--- config.mk ---
export PLATFORM = sky130hd
export DESIGN_NAME = cdc_rx_check
export DESIGN_NICKNAME = d
export VERILOG_FILES = /design/src/rtl/cdc_rx_check.sv
export SDC_FILE = /design/constraint.sdc
export NUM_CORES = 1
export LEC_CHECK = 0
export BUFFER_PORTS_ARGS = -buffer_cell sky130_fd_sc_hd__buf_2
export CORE_MARGIN = 8
export CORE_UTILIZATION = 45
export CTS_CLUSTER_DIAMETER = 80
export CTS_CLUSTER_SIZE = 8
export DETAILED_ROUTE_END_ITERATION = 7
export PLACE_DENSITY = 0.76
export SETUP_SLACK_MARGIN = 0.3
export SYNTH_ARGS = -nofsm -noshare
export SYNTH_HDL_FRONTEND = slang
export SYNTH_SLANG_ARGS = --single-unit
--- constraint.sdc ---
create_clock -name CLK3 -period 5 [get_ports CLK3]
set_clock_uncertainty 0.05 [all_clocks]
set_input_delay 1 -clock CLK3 [delete_from_list [all_inputs] [get_ports CLK3]]
set_output_delay 1 -clock CLK3 [all_outputs]
set_load 0.05 [all_outputs]
--- src/rtl/cdc_rx_check.sv ---
// Destination-domain receive checker: registers a CDC word, debounces it,
// and flags words that do not advance by exactly one (mod 16).
//
// Ports:
//   CLK3       in   destination-domain clock
//   RST        in   asynchronous active-high reset
//   ODATA      in   [3:0] word from the synchronizer stage (may glitch)
//   DOUT       out  [3:0] last accepted word
//   DVALID     out  one-cycle pulse when DOUT takes a new accepted value
//   SEQ_ERR    out  one-cycle pulse with DVALID when word != previous+1
//   CHG_CNT    out  [CNT_W-1:0] accepted changes (baseline excluded), sat.
//   ERR_CNT    out  [CNT_W-1:0] SEQ_ERR pulses, saturating
//   GLITCH_CNT out  [CNT_W-1:0] rejected candidates, saturating
module cdc_rx_check #(
   parameter int STABLE_CNT = 2,
   parameter int CNT_W      = 8
) (
   input  logic             CLK3,
   input  logic             RST,
   input  logic [3:0]       ODATA,
   output logic [3:0]       DOUT,
   output logic             DVALID,
   output logic             SEQ_ERR,
   output logic [CNT_W-1:0] CHG_CNT,
   output logic [CNT_W-1:0] ERR_CNT,
   output logic [CNT_W-1:0] GLITCH_CNT
);

   typedef enum logic [1:0] {
      INIT   = 2'd0,
      STABLE = 2'd1,
      FILTER = 2'd2
   } state_t;

   localparam logic [3:0]       HMAX = 4'(STABLE_CNT - 1);
   localparam logic [CNT_W-1:0] ONE  = CNT_W'(1);

   state_t     state, state_n;
   logic [3:0] din_q;
   logic       din_vld;
   logic [3:0] cand, cand_n;
   logic [3:0] hits, hits_n;
   logic [3:0] dout_n;
   logic       dvalid_n;
   logic       seq_n;
   logic       chg_inc;
   logic       err_inc;
   logic       gl_inc;
   logic [3:0] dout_inc;
   logic       seq_bad;

   assign dout_inc = DOUT + 4'd1;
   assign seq_bad  = (cand != dout_inc);

   // din_vld marks that din_q holds a captured sample rather than its
   // reset value, so the first post-reset edge never seeds the filter.
   always_comb begin
      state_n  = state;
      cand_n   = cand;
      hits_n   = hits;
      dout_n   = DOUT;
      dvalid_n = 1'b0;
      seq_n    = 1'b0;
      chg_inc  = 1'b0;
      err_inc  = 1'b0;
      gl_inc   = 1'b0;
      unique case (state)
         INIT: begin
            if (din_vld) begin
               if (hits != 4'd0 && din_q == cand) begin
                  if (hits >= HMAX) begin
                     dout_n   = cand;
                     dvalid_n = 1'b1;
                     state_n  = STABLE;
                  end else begin
                     hits_n = hits + 4'd1;
                  end
               end else begin
                  cand_n = din_q;
                  hits_n = 4'd1;
               end
            end
         end
         STABLE: begin
            if (din_q != DOUT) begin
               cand_n  = din_q;
               hits_n  = 4'd1;
               state_n = FILTER;
            end
         end
         FILTER: begin
            if (din_q == cand) begin
               if (hits >= HMAX) begin
                  dout_n   = cand;
                  dvalid_n = 1'b1;
                  seq_n    = seq_bad;
                  chg_inc  = 1'b1;
                  err_inc  = seq_bad;
                  state_n  = STABLE;
               end else begin
                  hits_n = hits + 4'd1;
               end
            end else if (din_q == DOUT) begin
               gl_inc  = 1'b1;
               state_n = STABLE;
            end else begin
               gl_inc = 1'b1;
               cand_n = din_q;
               hits_n = 4'd1;
            end
         end
         default: state_n = INIT;
      endcase
   end

   always_ff @(posedge CLK3 or posedge RST) begin
      if (RST) begin
         state      <= INIT;
         din_q      <= 4'd0;
         din_vld    <= 1'b0;
         cand       <= 4'd0;
         hits       <= 4'd0;
         DOUT       <= 4'd0;
         DVALID     <= 1'b0;
         SEQ_ERR    <= 1'b0;
         CHG_CNT    <= '0;
         ERR_CNT    <= '0;
         GLITCH_CNT <= '0;
      end else begin
         state   <= state_n;
         din_q   <= ODATA;
         din_vld <= 1'b1;
         cand    <= cand_n;
         hits    <= hits_n;
         DOUT    <= dout_n;
         DVALID  <= dvalid_n;
         SEQ_ERR <= seq_n;
         if (chg_inc && CHG_CNT != '1)
            CHG_CNT <= CHG_CNT + ONE;
         if (err_inc && ERR_CNT != '1)
            ERR_CNT <= ERR_CNT + ONE;
         if (gl_inc && GLITCH_CNT != '1)
            GLITCH_CNT <= GLITCH_CNT + ONE;
      end
   end

endmodule

* Word-level counts from Yosys, hierarchy flattened
Cells that the tools add are included.
** Operators by class
- Order comparisons :: 1
- Reductions and logical operators :: 12
- Add/subtract/negate cells :: 5
- Equal/unequal tests :: 18
- Muxes and demuxes :: 36
** Operator list (count)
- two-way mux 4 bit :: 15
- adder 8 x 1 -> 8 bit (second input constant) :: 3
- != test 8 bit (second input constant) :: 3
- case mux 4 bit (3 select lines) :: 2
- != test 2 bit (second input constant) :: 7
- two-way mux 2 bit :: 6
- AND reduction 4 bit :: 3
- two-way mux 1 bit :: 10
- adder 4 x 1 -> 4 bit (second input constant) :: 2
- == test 4 bit :: 2
- != test 4 bit :: 2
- case mux 4 bit (2 select lines) :: 1
- != test 3 bit (second input constant) :: 2
- case mux 2 bit (3 select lines) :: 1
- AND reduction 6 bit :: 1
- >= comparator 4 x 1 -> 1 bit (second input constant) :: 1
- logical AND 1 bit :: 4
- nonzero test 4 bit :: 1
- nonzero test 3 bit :: 1
- == test 2 x 1 -> 1 bit (second input constant) :: 1
- == test 2 bit (second input constant) :: 1
- zero test 2 bit :: 1
- case mux 1 bit (2 select lines) :: 1
- nonzero test 2 bit :: 1
** Word-level totals
- Output and inout port bits :: 30
- Input port bits :: 6
- Word-level logic and storage cells :: 83
- Bits in registers :: 45

* Depth between registers and ports, before layout
Gate-level depths: netlist of the first run.
- Depth after elaboration :: 6
- Depth in mapped cells :: 8
- Gate-level depth less buffers :: 7

* Least setup slack after synthesis of the first run
OpenSTA, ideal clock, no wires.
- Kind :: reg2reg
- Start :: register DOUT[2]
- End :: register ERR_CNT[6]
- Required time :: 4.825 ns
- Data arrival time :: 1.987 ns
- Setup time :: 0.125 ns
- Path buffers :: 0
- Cell stages (with the launch flop) :: 6
- Setup slack :: 2.839 ns
- Path through :: dfrtp_1 xnor3_1 nand3_1 o2111ai_4 nor3_1 mux2_2
** Between the ends
- Cells in the longest elaborated chain, start to end :: 6
** RTL lines
- from (decl) :: RTL line 21 : output logic [3:0] DOUT,
- from (signal assigned) :: RTL line 135 : DOUT <= dout_n;
- adder 4 x 1 -> 4 bit :: RTL line 52 : assign dout_inc = DOUT + 4'd1;
- != test 4 bit :: RTL line 53 : assign seq_bad = (cand != dout_inc);
- two-way mux 1 bit :: RTL line 93 : if (hits >= HMAX) begin
- two-way mux 1 bit :: RTL line 92 : if (din_q == cand) begin
- two-way mux 1 bit :: RTL line 67 : unique case (state)
- logical AND 1 bit :: RTL line 140 : if (err_inc && ERR_CNT != '1)
- to (signal assigned) :: RTL line 141 : ERR_CNT <= ERR_CNT + ONE;
- to (decl) :: RTL line 25 : output logic [CNT_W-1:0] ERR_CNT,
Every way passes these cells.
A chain may end at the register's enable or synchronous reset.

* Worst setup path in the final report of the first run
- Start :: register cand[3]
- End :: register DOUT[0]
** Between the ends
- Cells in the longest elaborated chain, start to end :: 4
- Elaborated cells between the ends (all ways) :: 5
- Those cells by class :: eq/ne: 3; reduce/logical: 2
** RTL lines
- from (decl) :: RTL line 41 : logic [3:0] cand, cand_n;
- from (signal assigned) :: RTL line 133 : cand <= cand_n;
- == test 4 bit (*) :: RTL line 70, 92
- logical AND 1 bit :: RTL line 70 : if (hits != 4'd0 && din_q == cand) begin
- != test 2 bit (no line)
- AND reduction 4 bit (no line) (*)
Every way passes the cells marked *; elsewhere a longest branch is shown, timed or not.

==> results.py, run 1 <==
metrics = {
    "power_and_ir_drop": {
        "ir_worst_vdd_v": 0.000377,
        "power_density_mw_per_mm2": 567,
        "p_leak_nw": 1.33,
    },
    "timing": {
        "fmax_mhz": 429,
        "slew_headroom_pct": 37.9,
        "rsz0062_at_grt": "false",
        "hold_violations": 0,
        "tns_ns": 0,
        "post-route-period-util_pct": 46.6,
        "slew_viol_final": 0,
        "post-route-min-period_ns": 2.33,
        "setup_viol": 0,
        "tightest_slew_ns": 0.919,
    },
    "die": {
        "dieHeight_um": 88.7,
        "core_area_mm2": 0.00511,
        "die_w_um": 88.7,
        "core.rowCount": 26,
        "die_area_mm2": 0.00787,
        "start_util_pct": 46.6,
        "io_pins": 36,
    },
    "yosys": {
        "syn_inst": 209,
        "ys_ff_latch": 45,
        "synthesis.area_mm2": 0.00238,
        "synth_cell_type_count": 42,
        "yosysSeqAreaShare_pct": 47.3,
        "syn_avg_cell_area_um2": 11.4,
        "yosys_warnings": 0,
        "synth_fp_nets": 227,
    },
    "final_layout": {
        "layout_commonest_cell": "dfrtp_1",
        "utilization_pct": 53.8,
        "mostFrequentLayoutCells": "45 x dfrtp_1, 35 x buf_2, 20 x xor2_1",
        "fin_cells": 319,
        "drive_gt1_share_pct": 26.5,
        "antenna_cells": 0,
        "fin_nets": 266,
        "area_growth_pct": 15.5,
        "fillers": 469,
    },
    "clocking": {
        "insertion_delay_ns": 0.29,
        "htreeDepth": 2,
        "post-cts-setup-buffers": 0,
        "postCtsResizedCells": 0,
        "clock_path_buffers": 2,
        "path_clk_slew_ns": 0.08,
        "numCtsBuffers": 5,
        "cts_tree": "yes",
        "root_buffer": "clkbuf_8",
        "cts_sinks": 45,
        "hold_buffers": 0,
    },
    "route": {
        "vias_per_cell": 5.29,
        "dr.first_iter.drc_count": 126,
        "drt-wirelength-per-cell_um": 14.5,
        "remaining_drc_errors": 0,
        "drt-total-wl_um": 4620,
        "vias": 1686,
        "firstDrtPassIters": 4,
        "ant_nets": 0,
    },
    "flow_run": {
        "maxCapViolCount": 0,
    },
    "global_route": {
        "met2_usage_pct": 20.4,
        "grt_use_total_pct": 13.1,
        "grt_max_degree": 46,
        "grt.busiest_layer": "met2",
        "met1_usage_pct": 16.6,
        "grt_pass1_vias": 1721,
        "grt_antenna_before_repair": 0,
        "use_met3_pct": 3.90,
        "grt_pass1_wl_um": 8070,
        "gr-total-overflow": 0,
    },
    "hold_path": {
        "min_from": "GLITCH_CNT[5]",
        "hold_path_class": "reg -> reg",
    },
    "setup_path": {
        "worstPathArrival_ns": 2.46,
        "r2r-start": "cand[3]",
        "startpoint": "cand[3]",
        "path_class": "reg -> reg",
        "end_kind": "register",
        "required_ns": 5.13,
        "worst_setup_path_start_kind": "register",
        "crit_fanout": 6,
    },
    "place": {
        "io_buffers": 35,
        "placed_cells": 311,
        "dpl.hpwl_um": 3410,
        "place.gp.congestion": 0.850,
    },
    "status": {
        "status": "completed",
    },
}
==> stage by stage <==
| step | setup slack (ns) | instance area (um2) | total power [mW] | hold slack [ns] |
|---|---|---|---|---|
| finish | 2.67 | 2750 | 1.56 | 0.437 |
| global route | 2.50 | 2750 | 1.66 | 0.465 |
| CTS | 2.63 | 2750 | 1.57 | 0.441 |
| detailed placement | 2.67 | 2630 | 1.28 | 0.427 |
| global placement | 2.69 | 2630 | 1.26 | 0.422 |
| floorplan | 2.84 | 2380 | 1.12 | 0.446 |
==> area by class of cell <==
type,count,area [um2],share of cell area (%)
clock inverter,1,30.0,1.09
timing repair buffer,35,175,6.38
inverter,9,33.8,1.23
multi-input combinational,152,1210,44.0
sequential,45,1130,41.0
clock buffer,7,86.3,3.14
tap,70,87.6,3.19
==> worst max-delay path: stages, from the launching register on <==
cell and delay [ns]:
dfrtp_1 0.42, xor2_1 0.24, nor4_4 0.54, nand4_1 0.15
a21oi_1 0.42, mux2_2 0.40
==> cell families (layout without fill, tap and decap cells) <==
group | after synthesis | count (layout) | share of synthesized area (%)
flops | 45 | 45 | 47.3
compound gates | 23 | 23 | 8.62
other cells | 1 | 1 | 0.158
fa+ha+maj | 12 | 12 | 6.31
buf+inv | 12 | 52 | 1.89
xor+xnor | 33 | 33 | 12.7
simple gates | 70 | 70 | 16.8
mux | 13 | 13 | 6.15
==> per-layer routing <==
metal	up-vias	part of all wire [%]
met5	-	0
met4	0	1.6
met3	7	5.8
met2	43	47
met1	817	45
li1	819	-
==> synthesized netlist by cell type <==
library cell / number / area (um2)
o2111ai_4: 1 / 26.3
a311o_2: 1 / 11.3
or2_2: 2 / 12.5
or4b_2: 1 / 10.0
o22ai_1: 1 / 6.26
nand4_1: 7 / 43.8
o2111ai_2: 1 / 15.0
clkbuf_1: 3 / 11.3
o21bai_1: 1 / 7.51
and4_1: 2 / 17.5
nor3b_1: 1 / 7.51
nand2b_1: 3 / 18.8
xor2_1: 20 / 175
nor3_1: 10 / 50.1
mux2_2: 13 / 146
or3b_2: 1 / 8.76
a21boi_0: 2 / 15.0
nor4_4: 1 / 21.3
nand3b_1: 1 / 7.51
o41ai_4: 1 / 27.5
nor2_1: 9 / 33.8
conb_1: 1 / 3.75
and3_1: 2 / 12.5
nand4b_1: 1 / 8.76
a31oi_2: 1 / 12.5
nand3_1: 9 / 45.0
o21ai_0: 3 / 15.0
xnor3_1: 1 / 22.5
and2_1: 2 / 12.5
nor4b_1: 2 / 17.5
ha_1: 12 / 150
inv_1: 9 / 33.8
nor4_1: 2 / 12.5
dfrtp_1: 45 / 1130
o31ai_1: 2 / 15.0
o211ai_1: 1 / 7.51
a31oi_1: 2 / 12.5
nand2_1: 12 / 45.0
a2bb2oi_1: 1 / 8.76
xnor2_1: 12 / 105
a21oi_1: 5 / 25.0
or4_1: 2 / 15.0
==> path summary, 6_finish.rpt <==
check                                     end  slack, ns  cells after the start
worst max-delay path                  DOUT[0]       2.67                      5
worst min-delay path            GLITCH_CNT[5]       0.44                      1
worst max register to register        DOUT[0]       2.67                      5
worst min register to register  GLITCH_CNT[5]       0.44                      1
max in group asynchronous       GLITCH_CNT[3]       3.48                      2
min in group asynchronous          CHG_CNT[1]       0.85                      2
==> flip-flops by register name, indices dropped and copies added (netlist names) <==
register    cells
CHG_CNT         8
ERR_CNT         8
GLITCH_CNT      8
DOUT            4
cand            4
din_q           4
hits            4
state           2
DVALID          1
SEQ_ERR         1
din_vld         1
==> power by group <==
group / switching, mW / internal (mW) / leakage (nW)
clock network: 0.122 / 0.163 / 0.0585
registers: 0.101 / 0.442 / 0.582
logic: 0.460 / 0.270 / 0.685
total: 0.683 / 0.875 / 1.33
Note: power is estimated with default switching activity, not from simulation.
==> run 2, diff against run 1 <==
- clock period: 5 -> 2.2 ns (I/O delays scaled with it)
==> run 2 against run 1 <==
Worst setup slack lost 2.6 ns. Highest routed layer unchanged. Cell count grew 11%. Hold slack lost 0.36 ns. Critical path type unchanged. Clock power grew 76%. Sequential share of layout area shrank 6.7 points. Routed wire length grew 19%. Die area is the same.
==> results.py, run 2 (synthesis gave the netlist of run 1 again) <==
metrics = {
    "status": {
        "status": "completed",
    },
    "timing": {
        "setup_viol": 0,
        "tns_ns": 0,
        "hold_violations": 0,
        "slew_viol_final": 0,
        "post-route-period-util_pct": 97.3,
        "tightest_slew_ns": 0.644,
        "fmax_mhz": 467,
        "hold_ws_ns": 0.0800,
        "post-route-min-period_ns": 2.14,
        "rsz0062_at_grt": "true",
        "slew_headroom_pct": 56.8,
    },
    "final_layout": {
        "fin_cells": 354,
        "area_growth_pct": 39.0,
        "antenna_cells": 0,
        "layout.area.seq_mm2": 0.00113,
        "layout_commonest_cell": "dfrtp_1",
        "mostFrequentLayoutCells": "38 x dfrtp_1, 35 x buf_2, 26 x buf_4",
        "fin_nets": 301,
        "drive_gt1_share_pct": 50.7,
        "multiInputGateArea_mm2": 0.00148,
        "reg_top3": "CHG_CNT x8, ERR_CNT x8, GLITCH_CNT x8",
        "utilization_pct": 64.7,
        "fillers": 394,
    },
    "route": {
        "drt-wirelength-per-cell_um": 15.5,
        "firstDrtPassIters": 4,
        "dr.first_iter.drc_count": 120,
        "ant_nets": 0,
        "vias_per_cell": 5.18,
        "remaining_drc_errors": 0,
        "vias": 1833,
        "drt-total-wl_um": 5480,
    },
    "hold_path": {
        "hold_path_class": "in -> async",
    },
    "clocking": {
        "clock_path_buffers": 2,
        "path_clk_slew_ns": 0.09,
        "cts_tree": "yes",
        "htreeDepth": 2,
        "numCtsBuffers": 5,
        "insertion_delay_ns": 0.30,
        "cts_sinks": 45,
        "hold_buffers": 0,
        "root_buffer": "clkbuf_8",
    },
    "power_and_ir_drop": {
        "clkPwrFrac_pct": 12.5,
        "power.total_mw": 4.00,
        "comb_power_share_pct": 56.4,
        "power_switching_share_pct": 44.6,
        "ir_worst_vdd_v": 0.000778,
        "p_switching_mw": 1.78,
        "sequentialPowerShare_pct": 31.1,
        "power_density_mw_per_mm2": 1210,
        "p_leak_nw": 1.55,
        "internal-power_mw": 2.21,
    },
    "flow_run": {
        "maxCapViolCount": 0,
    },
    "die": {
        "core_area_mm2": 0.00511,
        "io_pins": 36,
        "core.rowCount": 26,
        "start_util_pct": 46.6,
        "die_w_um": 88.7,
        "die_area_mm2": 0.00787,
        "dieHeight_um": 88.7,
    },
    "setup_path": {
        "required_ns": 2.37,
        "cpMaxStageDelayCell": "or4_1",
        "cp_slowest_stage_delay_ns": 0.49,
        "path_class": "reg -> reg",
        "path_cells": "xor2_4 -> nor4_4 -> buf_4 -> buf_6 -> a21oi_2 -> or4_1 -> o211ai_1",
        "crit_fanout": 4,
        "worstPathArrival_ns": 2.31,
        "end_kind": "register",
        "worst_setup_path_start_kind": "register",
        "rr_worst_depth": 7,
        "r2r-start": "din_q[1]",
        "reg2reg_slack_ns": 0.06,
        "regToRegEndpoint": "state[1]",
    },
    "global_route": {
        "grt_use_total_pct": 14.6,
        "grt_pass1_wl_um": 9020,
        "grt_max_degree": 22,
        "grt_pass1_vias": 1964,
        "gr-total-overflow": 0,
        "grt_antenna_before_repair": 0,
    },
    "place": {
        "placed_cells": 322,
        "place.gp.congestion": 0.903,
        "io_buffers": 35,
        "dpl.hpwl_um": 3560,
    },
}
[run 2: cell count changes in the layout (fill, tap and decap cells not counted), moves of 5 or more]
cell,before,now
buf_4,0,26
nor2_2,0,5
buf_6,0,8
nor3_2,0,5
mux2_2,13,5
nor2_1,9,3
xor2_1,20,15
mux2_4,0,8
nor3_1,10,3
dfrtp_1,45,38
dfrtp_2,0,7
[run 2: per-stage QoR]
| stage | setup slack, ns | instance area [um2] |
|---|---|---|
| after floorplan | 0.170 | 2480 |
| after global placement | 0.114 | 2810 |
| after detailed placement | 0.0761 | 2810 |
| after CTS | 0.152 | 3160 |
| after global routing | 0.00143 | 3310 |
| final | 0.0592 | 3310 |
[run 2: final cells by class]
type | instances | share of cell area [%]
clock buffer | 5 | 2.08
clock inverter | 3 | 0.530
inverter | 9 | 1.02
multi-input combinational | 152 | 44.9
sequential | 45 | 34.3
tap | 70 | 2.65
timing repair buffer | 70 | 14.5
[run 2: worst max-delay path: cells and delay by family (launching register included)]
family,cells,cell delay (ns)
compound gates,2,0.15
xor+xnor,1,0.21
buf+inv,2,0.28
flops,1,0.45
simple gates,2,0.93
[run 2: worst max path at each step]
| stage | from | endpoint | slack [ns] | depth (start not counted) |
|---|---|---|---|---|
| after floorplan | din_q[1] | ERR_CNT[6] | 0.17 | 5 |
| after detailed placement | din_q[1] | DOUT[0] | 0.08 | 5 |
| after CTS | cand[3] | cand[0] | 0.15 | 5 |
| after global placement | din_q[1] | cand[1] | 0.11 | 5 |
| final | din_q[1] | state[1] | 0.06 | 7 |
| after global routing | din_q[0] | state[1] | 0.001 | 7 |
[run 2: timing repair]
item / CTS / global route
gates cloned: 0 / 0
pin swaps: 18 / 18
gates resized for setup: 21 / 28
endpoints found under the setup margin: 35 / 38
buffers inserted: 19 / 5
[run 2: power by group through the flow]
stage               registers [mW]  logic [mW]  clock network (mW)
floorplan                     1.61        1.04                   0
global placement              1.25        1.80                   0
detailed placement            1.26        1.83                   0
CTS                           1.23        2.08               0.508
global route                  1.27        2.41               0.552
finish                        1.24        2.25               0.501
[run 2: layer usage]
metal / vias up / GRT usage [%] / share of wire, %
met5: - / 0 / 0
li1: 886 / - / -
met1: 899 / 18.3 / 45
met4: 0 / 6.14 / 1.3
met3: 7 / 3.34 / 5.2
met2: 41 / 23.4 / 48
